$ cat src/rtl/sample_rate_streamer.sv
// Turns rising edges of the slow rate clock into single-cycle ticks in the inclk domain
// and pops one buffered sample per tick onto a held output register.
module sample_rate_streamer #(
    parameter int DATA_WIDTH  = 8,
    parameter int FIFO_DEPTH  = 16,
    parameter int ADDR_WIDTH  = 4,
    parameter int UFLOW_WIDTH = 16
) (
    input  logic                   inclk,
    input  logic                   reset,
    input  logic                   rate_clk,
    input  logic                   enable,
    input  logic [DATA_WIDTH-1:0]  in_data,
    input  logic                   in_valid,
    output logic                   in_ready,
    input  logic                   clear_underflow,
    output logic [DATA_WIDTH-1:0]  sample_out,
    output logic                   sample_strobe,
    output logic                   underflow,
    output logic [UFLOW_WIDTH-1:0] underflow_count,
    output logic [ADDR_WIDTH:0]    fill_level
);

    localparam logic [ADDR_WIDTH:0] FULL_LVL = (ADDR_WIDTH+1)'(FIFO_DEPTH);

    logic [DATA_WIDTH-1:0]  mem [FIFO_DEPTH];

    logic                   s1_q, s2_q, s3_q;
    logic [ADDR_WIDTH-1:0]  wr_ptr_q, wr_ptr_d;
    logic [ADDR_WIDTH-1:0]  rd_ptr_q, rd_ptr_d;
    logic [ADDR_WIDTH:0]    count_q, count_d;
    logic [DATA_WIDTH-1:0]  out_q, out_d;
    logic                   strobe_q, strobe_d;
    logic                   uflag_q, uflag_d;
    logic [UFLOW_WIDTH-1:0] ucnt_q, ucnt_d;

    logic tick, rd_tick, wr_en, rd_en, uf_ev;

    // s1 is the metastability catcher; s2/s3 form the edge detector
    assign tick     = s2_q & ~s3_q;
    assign in_ready = (count_q != FULL_LVL);
    assign rd_tick  = tick & enable;
    assign wr_en    = in_valid & in_ready;
    assign rd_en    = rd_tick & (count_q != '0);
    assign uf_ev    = rd_tick & (count_q == '0);

    always_comb begin
        wr_ptr_d = wr_ptr_q;
        rd_ptr_d = rd_ptr_q;
        count_d  = count_q;
        out_d    = out_q;
        strobe_d = rd_tick;
        uflag_d  = uflag_q;
        ucnt_d   = ucnt_q;

        if (wr_en) begin
            wr_ptr_d = wr_ptr_q + 1'b1;
        end
        if (rd_en) begin
            rd_ptr_d = rd_ptr_q + 1'b1;
            out_d    = mem[rd_ptr_q];
        end

        case ({wr_en, rd_en})
            2'b10:   count_d = count_q + 1'b1;
            2'b01:   count_d = count_q - 1'b1;
            default: count_d = count_q;
        endcase

        // Clear has priority over an underflow landing on the same edge
        if (clear_underflow) begin
            uflag_d = 1'b0;
            ucnt_d  = '0;
        end else if (uf_ev) begin
            uflag_d = 1'b1;
            if (!(&ucnt_q)) begin
                ucnt_d = ucnt_q + 1'b1;
            end
        end
    end

    always_ff @(posedge inclk or posedge reset) begin
        if (reset) begin
            s1_q     <= 1'b0;
            s2_q     <= 1'b0;
            s3_q     <= 1'b0;
            wr_ptr_q <= '0;
            rd_ptr_q <= '0;
            count_q  <= '0;
            out_q    <= '0;
            strobe_q <= 1'b0;
            uflag_q  <= 1'b0;
            ucnt_q   <= '0;
        end else begin
            s1_q     <= rate_clk;
            s2_q     <= s1_q;
            s3_q     <= s2_q;
            wr_ptr_q <= wr_ptr_d;
            rd_ptr_q <= rd_ptr_d;
            count_q  <= count_d;
            out_q    <= out_d;
            strobe_q <= strobe_d;
            uflag_q  <= uflag_d;
            ucnt_q   <= ucnt_d;
        end
    end

    // Sample storage carries no reset; stale contents are unreachable once pointers clear
    always_ff @(posedge inclk) begin
        if (wr_en) begin
            mem[wr_ptr_q] <= in_data;
        end
    end

    assign sample_out      = out_q;
    assign sample_strobe   = strobe_q;
    assign underflow       = uflag_q;
    assign underflow_count = ucnt_q;
    assign fill_level      = count_q;

endmodule

$ cat config.mk
export PLATFORM = sky130hd
export DESIGN_NAME = sample_rate_streamer
export DESIGN_NICKNAME = d
export VERILOG_FILES = /design/src/rtl/sample_rate_streamer.sv
export SDC_FILE = /design/constraint.sdc
export NUM_CORES = 1
export LEC_CHECK = 0
export CAP_MARGIN = 20
export CELL_PAD_IN_SITES_DETAIL_PLACEMENT = 1
export CELL_PAD_IN_SITES_GLOBAL_PLACEMENT = 2
export CORE_ASPECT_RATIO = 0.75
export CORE_MARGIN = 8
export CORE_UTILIZATION = 47
export CTS_CLUSTER_SIZE = 40
export DETAILED_ROUTE_END_ITERATION = 10
export PLACE_DENSITY = 0.93
export SETUP_SLACK_MARGIN = 0.3
export SKIP_LAST_GASP = 1
export SLEW_MARGIN = 20
export SYNTH_ARGS = -nofsm -noshare
export SYNTH_HDL_FRONTEND = slang
export SYNTH_SLANG_ARGS = --single-unit
$ cat constraint.sdc
create_clock -name inclk -period 4.9 [get_ports inclk]
set_clock_uncertainty 0.05 [all_clocks]
set_input_delay 0.735 -clock inclk [delete_from_list [all_inputs] [get_ports inclk]]
set_output_delay 0.735 -clock inclk [all_outputs]
set_load 0.05 [all_outputs]
# == Word-level counts from Yosys, hierarchy flattened ==
# Memories as Yosys holds them, arrays and structs flattened. A register that Yosys moved wholly into a read port is not among the register bits.
# Cells that the tools add are included.
# totals
word_cells,39
inputBits,14
latch_bits,0
rom_bits,0
out_inout_bits,32
register_bits,34
ram_bits,128
memories,1
# classes
bitwise,6
n_div,0
mul,0
n_reduce_logical,6
n_addsub,5
n_mux,8
shifts,0
eq_ne,4
magnitude_cmp,0
# memory_table
memory,words,word_bits,read_ports,rd_ports_with_merged_regs,wr,line_no,text
mem,16,8,1,1,1,26,logic [DATA_WIDTH-1:0] mem [FIFO_DEPTH];
# ops
op,n
$mux W16,3
$add A16 B1 Y16 const B,1
$reduce_and A16 Y1,1
$pmux W5 S2,1
$add A4 B1 Y4 const B,2
$add A5 B1 Y5 const B,1
$and A1 B1 Y1,5
$logic_not A5 Y1,1
$ne A5 B5 Y1 const B,1
$reduce_bool A5 Y1,1
$sub A5 B1 Y5 const B,1
$mux W1,4
$reduce_bool A2 Y1,2
$eq A2 B1 Y1 const B,1
$eq A2 B2 Y1 const B,1
$ne A2 B2 Y1 const B,1
$reduce_and A2 Y1,1
$not A1 Y1,1

# == Logic depth before layout (Yosys ltp) ==
# Gate-level depths: netlist (run 1).
# depth
ltp_word,6
depth_mapped,13
mapped_depth_nobuf,12

# == Worst setup path after synthesis (run 1) ==
# No wires, ideal clock.
# synth_timing
kind,register -> register
startpoint,"reg count_q[3], in the netlist fill_level[3]"
endpoint,"reg count_q[4], in the netlist fill_level[4]"
slack_ns,1.398
period_less_slack_ns,3.502
required_time_ns,4.704
stages_incl_launch_ff,14
path_buffers,1
t_arrival_ns,3.306
setup_time_ns,0.146
cell_sequence,dfrtp_1 > nor4_1 > nand2_1 > and2_1 > clkbuf_1 > inv_1 > ha_1 > inv_1 > fa_1 > nor2b_1 > o21ai_0 > nand3_1 > or3b_2 > xnor2_1
# synth_via
elab_chain_len,4
elab_cells_between_ends,10
classes_between,add/sub: 2; eq/ne: 3; mux: 1; bitwise: 2; reduce/logical: 2
# synth_lines
element,line_no,text
start: declaration,31,"logic [ADDR_WIDTH:0] count_q, count_d;"
start signal: assignment,100,count_q <= count_d;
$ne A5 B5 Y1 (*),41,assign in_ready = (count_q != FULL_LVL);
named net in_ready,15,"output logic in_ready,"
$and A1 B1 Y1 (*),43,assign wr_en = in_valid & in_ready;
$eq A2 B1 Y1 / $eq A2 B2 Y1 (equally long branches),64,"case ({wr_en, rd_en})"
$pmux W5 S2 / $reduce_bool A2 Y1 (equally long branches),--,
# Mark *: on every way through the listed nets, which the timed path passes. The rest lies on a longest branch.
# A chain may end at the register's enable or synchronous reset.

# == Worst setup path in the final report (run 1) ==
# layout_timing
startpoint,"reg count_q[3], in the netlist fill_level[3]"
endpoint,"reg count_q[4], in the netlist fill_level[4]"
# layout_via
elab_chain_len,4
elab_cells_between_ends,10
classes_between,add/sub: 2; eq/ne: 3; mux: 1; bitwise: 2; reduce/logical: 2
# layout_lines
element,line_no,text
$reduce_bool A5 Y1 (*),44,assign rd_en = rd_tick & (count_q != '0);
$and A1 B1 Y1 (*),44,
named net rd_en,37,"logic tick, rd_tick, wr_en, rd_en, uf_ev;"
$eq A2 B1 Y1 / $eq A2 B2 Y1 (equally long branches),64,
$pmux W5 S2 / $reduce_bool A2 Y1 (equally long branches),--,
# Marked as above.

==> results by group, run 1 <==
Global route
  – Initial antenna violation count: 0
  – First-pass GRT wire length: 24.0 mm
  – Vias in the first global route: 4075
  – GR Util All Layers: 17.4%
  – Largest net degree at the start of global routing: 43
  – Remaining global-route overflow: 0

Clocking
  – CTS tree: done
  – Clk sinks: 170
  – Post_cts resized: 0
  – H-tree depth reported by CTS: 4
  – Clk Latency, worst-skew pair: 0.42 ns
  – CTS Hold Buffers Added: 0
  – Post-CTS Setup Inserts: 0
  – Max clock buf depth: 2
  – CTS clk-pin slew, worst paths: 0.06 ns
  – TritonCTS Buffers: 17
  – Root buffer cell: clkbuf_16

Layout
  – Fillers: 1347
  – Synth-to-Final Area Change: 18.3%
  – Nets: 487
  – Fraction of layout cells with a size suffix above 1: 18.5%
  – ANT cells: 0
  – Final instance area: 0.00821 sq mm

STA
  – Relative slew margins: 29.0%
  – Setup tns final: 0 ns
  – RSZ-0062 raised after global routing: false
  – Fin crit period: 3.47 ns
  – Slew Limit Fails: 0
  – Final Setup Violations: 0
  – FMAX: 288 MHz
  – Final hold violations: 0
  – Worst-Margin Slew: 1.06 ns
  – Period utilisation layout: 70.9%

Logic synthesis
  – Post-Synth Adder-Cell Area: 2.09%
  – Yosys Warn Count: 0
  – Post-synthesis average cell area: 16.9 sq um
  – Largest cells by area after synthesis: edfxtp_1 (55%), dfrtp_1 (15%), mux4_2 (10%), ha_1 (1.8%), nor2_1 (1.5%)
  – Syn_nets: 436
  – Mux cell area share after synthesis: 13.1%
  – Post-synth ARST share: 24.7%
  – Xor/xnor share of the synthesized area: 2.02%
  – Synth Cell Area: 0.00694 sq mm
  – Top_reg_cell synth: edfxtp_1
  – Seq/Total Area, Yosys: 70.6%
  – Top cells by count, synth: edfxtp_1 (128), dfrtp_1 (42), mux4_2 (32), nor2_1 (27), o21ai_0 (20)
  – Synth Area in Compound Gates: 4.00%
  – Synth Register Bits: 170
  – Post-synthesis cell count: 411
  – Top-count cell post-synth: edfxtp_1
  – Largest family of logic cells by synthesized area: multiplexers
  – Post-synthesis simple-gate area fraction: 6.38%
  – Share of the synthesized area in the top cell type: 55.4%
  – Synth unique cells: 43
  – Dominant cell type by area after synthesis: edfxtp_1
  – Count of flip-flops with a built-in enable after synthesis: 128

Min path
  – Hold Path Origin: s1_q
  – Worst hold path class: reg2reg

Power and ir drop
  – Design Power: 4.53 mW
  – Pwr dens: 552 mW/mm^2
  – Maximum resistive drop on vdd: 338 uV
  – Leak Pwr: 2.83 nW

Worst setup path
  – Crit-path max FO: 12
  – CP endpoint kind: flip-flop
  – FF-to-FF path depth: 11
  – Type of the worst setup path: reg2reg
  – Required time worst endpoint: 5.15 ns
  – R2R setup slack: 1.43 ns
  – Worst setup path endpoint: fill_level[4]
  – R2r startpoint: fill_level[3]
  – Critical path startpoint: fill_level[3]
  – Reg2reg end: fill_level[4]
  – CP arrival: 3.73 ns
  – Startpoint types: flip-flop

Die
  – Die width: 156 um
  – # IOs: 46
  – Rows: 38
  – Die Y: 121 um
  – Starting Density: 48.0%
  – CORE AREA: 0.0145 sq mm
  – Die area: 0.0189 sq mm

Drt
  – Total routed wirelength: 15.4 mm
  – Post-route ant nets: 0
  – Wire per inst: 22.8 um
  – Remaining DRCs: 0
  – Top Layer Used: met4
  – Met3 wire length: 1.14 mm
  – Initial DRC Count: 258
  – Met2 WL: 7.77 mm
  – Drt pass-1 iters: 4
  – M1 wire length: 6.38 mm
  – Vias post-DR: 3755
  – Vias/cell: 5.56

Run status
  – Outcome: complete, no violations

Place
  – Final HPWL DP: 9.90 mm
  – Port Buffers: 45
  – Routability cong.: 0.771
  – DP Area: 0.00761 sq mm

Job
  – Max-cap violations: 0
## state kept, by name, indices dropped and copies added, names as in the netlist
signal           cells
mem                128
underflow_count     16
sample_out           8
fill_level           5
rd_ptr_q             4
wr_ptr_q             4
s1_q                 1
s2_q                 1
s3_q                 1
sample_strobe        1
underflow            1
## through the flow
step	cells	worst slack (ns)	utilization [%]	hold WS [ns]
2_1_floorplan	411	1.40	-	0.281
3_3_place_gp	643	1.26	52.6	0.288
3_5_place_dp	643	1.13	52.6	0.291
4_1_cts	675	1.43	56.8	0.306
5_1_grt	675	1.25	56.8	0.319
6_report	675	1.43	56.8	0.305
## worst max-delay path, cell delays in order, from the launching register on
cell and delay, ns:
dfrtp_1 0.44, or4_4 0.60, o21ai_0 0.21, buf_4 0.24, inv_1 0.12, ha_1 0.26
ha_1 0.33, nor2b_1 0.14, o21ai_0 0.23, a21oi_1 0.12, or3b_2 0.47, xnor2_1 0.14
## logic make-up after synthesis
kind of cell,Yosys count
buffers and inverters,30
muxes,50
adders and majority gates,11
AOI/OAI and AO/OA,46
and+or+nand+nor,88
DFF,170
xor gates and xnor gates,16
## placed cells by master (no fill, tap or decap), types with 7 or more instances in the layout
master,count
edfxtp_1,128
clkdlybuf4s50_1,45
dfrtp_1,40
mux4_2,32
nor2_1,27
o21ai_0,20
nand2_1,19
clkbuf_16,17
inv_1,10
mux2i_1,10
ha_1,10
a21oi_1,8
xor2_1,8
xnor2_1,8
mux2_2,8
a22oi_1,8
nand3_1,7
## layout make-up
cell class | count | area [sq um] | area share, %
sequential | 170 | 4900 | 59.7
clock buffer | 19 | 433 | 5.27
inverter | 11 | 41.3 | 0.503
timing repair buffer | 51 | 495 | 6.04
tap | 200 | 250 | 3.05
multi-input combinational | 211 | 1920 | 23.4
clock inverter | 13 | 170 | 2.07
## power by group
group | internal [mW] | total [mW] | switching (mW)
Combinational | 0.540 | 1.19 | 0.654
Clock | 0.806 | 1.36 | 0.556
Sequential | 1.75 | 1.98 | 0.227
Total | 3.10 | 4.53 | 1.44
## worst min path at each step
stage / end / slack, ns / cells after the start
after floorplan: s2_q / 0.28 / 0
after global placement: s2_q / 0.29 / 0
after detailed placement: s2_q / 0.29 / 0
after CTS: s2_q / 0.31 / 0
after global routing: s2_q / 0.32 / 0
final: s2_q / 0.30 / 0
## routing by layer
| layer | global-route usage, % | vias up |
|---|---|---|
| met3 | 4.52 | 12 |
| met5 | 0 | - |
| met1 | 21.8 | 1945 |
| li1 | - | 1684 |
| met4 | 6.17 | 0 |
| met2 | 28.8 | 114 |
(Power assumes the default switching activity.)
==> run 2, diff against run 1 <==
- CORE_UTILIZATION: 47 -> 44
- PLACE_DENSITY: 0.93 -> 0.88
- clock period: 4.9 -> 3.25 ns (I/O delays scaled with it)
==> results by group, run 2 (synthesis gave the netlist of run 1 again) <==
Drt
  – Vias/cell: 5.51 (was 5.56)
  – Drt pass-1 iters: 5 (was 4)
  – Post-route ant nets: 0 (unchanged)
  – Initial DRC Count: 293 (was 258)
  – Remaining DRCs: 0 (unchanged)
  – Total routed wirelength: 16.0 mm (was 15.4 mm)
  – Vias post-DR: 3845 (was 3755)
  – Wire per inst: 22.9 um (was 22.8 um)

Layout
  – Nets: 505 (was 487)
  – Biggest register: mem (unchanged)
  – Synth-to-Final Area Change: 20.8% (was 18.3%)
  – Post-Layout Cell Count: 698 (was 675)
  – Fraction of layout cells with a size suffix above 1: 23.7% (was 18.5%)
  – Most common cell after layout, fill and taps aside: edfxtp_1 (unchanged)
  – Max reg flops: 128 (unchanged)
  – Most frequent cells in the layout: edfxtp_1 (128), clkdlybuf4s50_1 (45), dfrtp_1 (37) (was edfxtp_1 (128), clkdlybuf4s50_1 (45), dfrtp_1 (40))
  – Final core occ: 54.7% (was 56.8%)
  – Fillers: 1431 (was 1347)
  – ANT cells: 0 (unchanged)

Place
  – Placed insts: 665 (was 643)
  – Port Buffers: 45 (unchanged)
  – Routability cong.: 0.761 (was 0.771)
  – Final HPWL DP: 10.6 mm (was 9.90 mm)

Die
  – Die area: 0.0201 sq mm (was 0.0189 sq mm)
  – Die width: 161 um (was 156 um)
  – Die Y: 125 um (was 121 um)
  – CORE AREA: 0.0153 sq mm (was 0.0145 sq mm)
  – # IOs: 46 (unchanged)
  – Starting Density: 45.3% (was 48.0%)
  – Rows: 39 (was 38)

Worst setup path
  – CP endpoint kind: flip-flop (unchanged)
  – CP arrival: 3.12 ns (was 3.73 ns)
  – Type of the worst setup path: reg2reg (unchanged)
  – R2R setup slack: 0.39 ns (was 1.43 ns)
  – Crit-path cells: or4_4 -> o21ai_2 -> inv_1 -> ha_4 -> ha_1 -> nor2b_1 -> o21ai_2 -> a21oi_1 -> or3b_4 -> xnor2_1 (was or4_4 -> o21ai_0 -> buf_4 -> inv_1 -> ha_1 -> ha_1 -> nor2b_1 -> o21ai_0 -> a21oi_1 -> or3b_2 -> xnor2_1)
  – Required time worst endpoint: 3.51 ns (was 5.15 ns)
  – Slowest CP cell: or4_4 (unchanged)
  – Startpoint types: flip-flop (unchanged)
  – Top cell by count, worst path: o21ai_2
  – CP max stage delay: 0.57 ns (was 0.60 ns)
  – Crit-path max FO: 5 (was 12)

Power and ir drop
  – Maximum resistive drop on vdd: 517 uV (was 338 uV)
  – Leak Pwr: 2.94 nW (was 2.83 nW)
  – Pwr dens: 820 mW/mm^2 (was 552 mW/mm^2)

STA
  – Period utilisation layout: 87.9% (was 70.9%)
  – FMAX: 350 MHz (was 288 MHz)
  – Relative slew margins: 34.0% (was 29.0%)
  – Hold slack: 0.270 ns (was 0.305 ns)
  – Setup tns final: 0 ns (unchanged)
  – RSZ-0062 raised after global routing: false (unchanged)
  – Fin crit period: 2.86 ns (was 3.47 ns)
  – Final hold violations: 0 (unchanged)
  – Worst-Margin Slew: 0.991 ns (was 1.06 ns)
  – Slew Limit Fails: 0 (unchanged)
  – Final Setup Violations: 0 (unchanged)

Clocking
  – Max clock buf depth: 2 (unchanged)
  – CTS clk-pin slew, worst paths: 0.07 ns (was 0.06 ns)
  – CTS tree: done (unchanged)
  – H-tree depth reported by CTS: 4 (unchanged)
  – TritonCTS Buffers: 17 (unchanged)
  – CTS Hold Buffers Added: 0 (unchanged)
  – Post_cts resized: 0 (unchanged)
  – Clk sinks: 170 (unchanged)
  – Root buffer cell: clkbuf_16 (unchanged)
  – Post-CTS Setup Inserts: 0 (unchanged)
  – Clk Latency, worst-skew pair: 0.43 ns (was 0.42 ns)

Run status
  – Outcome: complete, no violations (unchanged)

Global route
  – First-pass GRT wire length: 24.7 mm (was 24.0 mm)
  – GR Util All Layers: 16.5% (was 17.4%)
  – Remaining global-route overflow: 0 (unchanged)
  – Largest net degree at the start of global routing: 43 (unchanged)
  – Met3 GRT Util: 4.92% (was 4.52%)
  – Met2 Use GR: 26.5% (was 28.8%)
  – Busiest grt layer: met2 (unchanged)
  – Routing usage on met1: 21.5% (was 21.8%)
  – Initial antenna violation count: 0 (unchanged)
  – Vias in the first global route: 4221 (was 4075)

Min path
  – Worst hold path class: in2async (was reg2reg)

Job
  – Max-cap violations: 0 (unchanged)
==> run 2: through the flow <==
stage	power, mW	worst slack, ns	area [sq um]
after floorplan	4.24	0.271	6990
after global routing	7.17	0.303	8380
after detailed placement	4.90	0.196	7770
after global placement	4.80	0.344	7770
final	6.88	0.392	8380
after CTS	6.94	0.303	8350
==> run 2: layout make-up <==
cell class              instances  area, sq um  area share, %
inverters                      11         46.3          0.552
well taps                     205          256           3.06
repair buffers                 69          643           7.67
clock inverters                15          156           1.87
clock buffers                  17          425           5.08
flip-flops and latches        170         4900           58.5
multi-input cells             211         1950           23.3
==> run 2: layer usage <==
layer  vias to the layer above  routed length (um)
li1                       1726                   -
met1                      1995                6920
met2                       109                7940
met3                        15                 986
met4                         0                 139
met5                         -                   0
==> run 2: worst paths after layout <==
kind                          startpoint             to  cells past startpoint
setup / recovery           fill_level[1]  fill_level[4]                     10
hold / removal                     reset  sample_out[5]                      2
setup reg to reg           fill_level[1]  fill_level[4]                     10
hold reg to reg                     s1_q           s2_q                      0
max in group asynchronous          reset    rd_ptr_q[2]                      3
min in group inclk                  s1_q           s2_q                      0
==> run 2: where the power goes <==
part | internal, mW | total (mW) | switching (mW)
Combinational | 0.878 | 1.90 | 1.02
Clock | 1.19 | 2.01 | 0.817
Sequential | 2.64 | 2.96 | 0.324
Total | 4.71 | 6.88 | 2.17
==> run 2: worst max-delay path: cells and delay by family, from the launching register on <==
family / cells / cell delay [ns]
compound gates: 3 / 0.39
flops: 1 / 0.45
buf+inv: 1 / 0.10
simple gates: 3 / 1.11
xor+xnor: 1 / 0.13
fa+ha+maj: 2 / 0.51
==> run 3, diff against run 2 <==
- CTS_CLUSTER_SIZE: 40 -> default
==> results of run 3 <==
No change in the layout: final DEF, timing and power equal those of run 2.
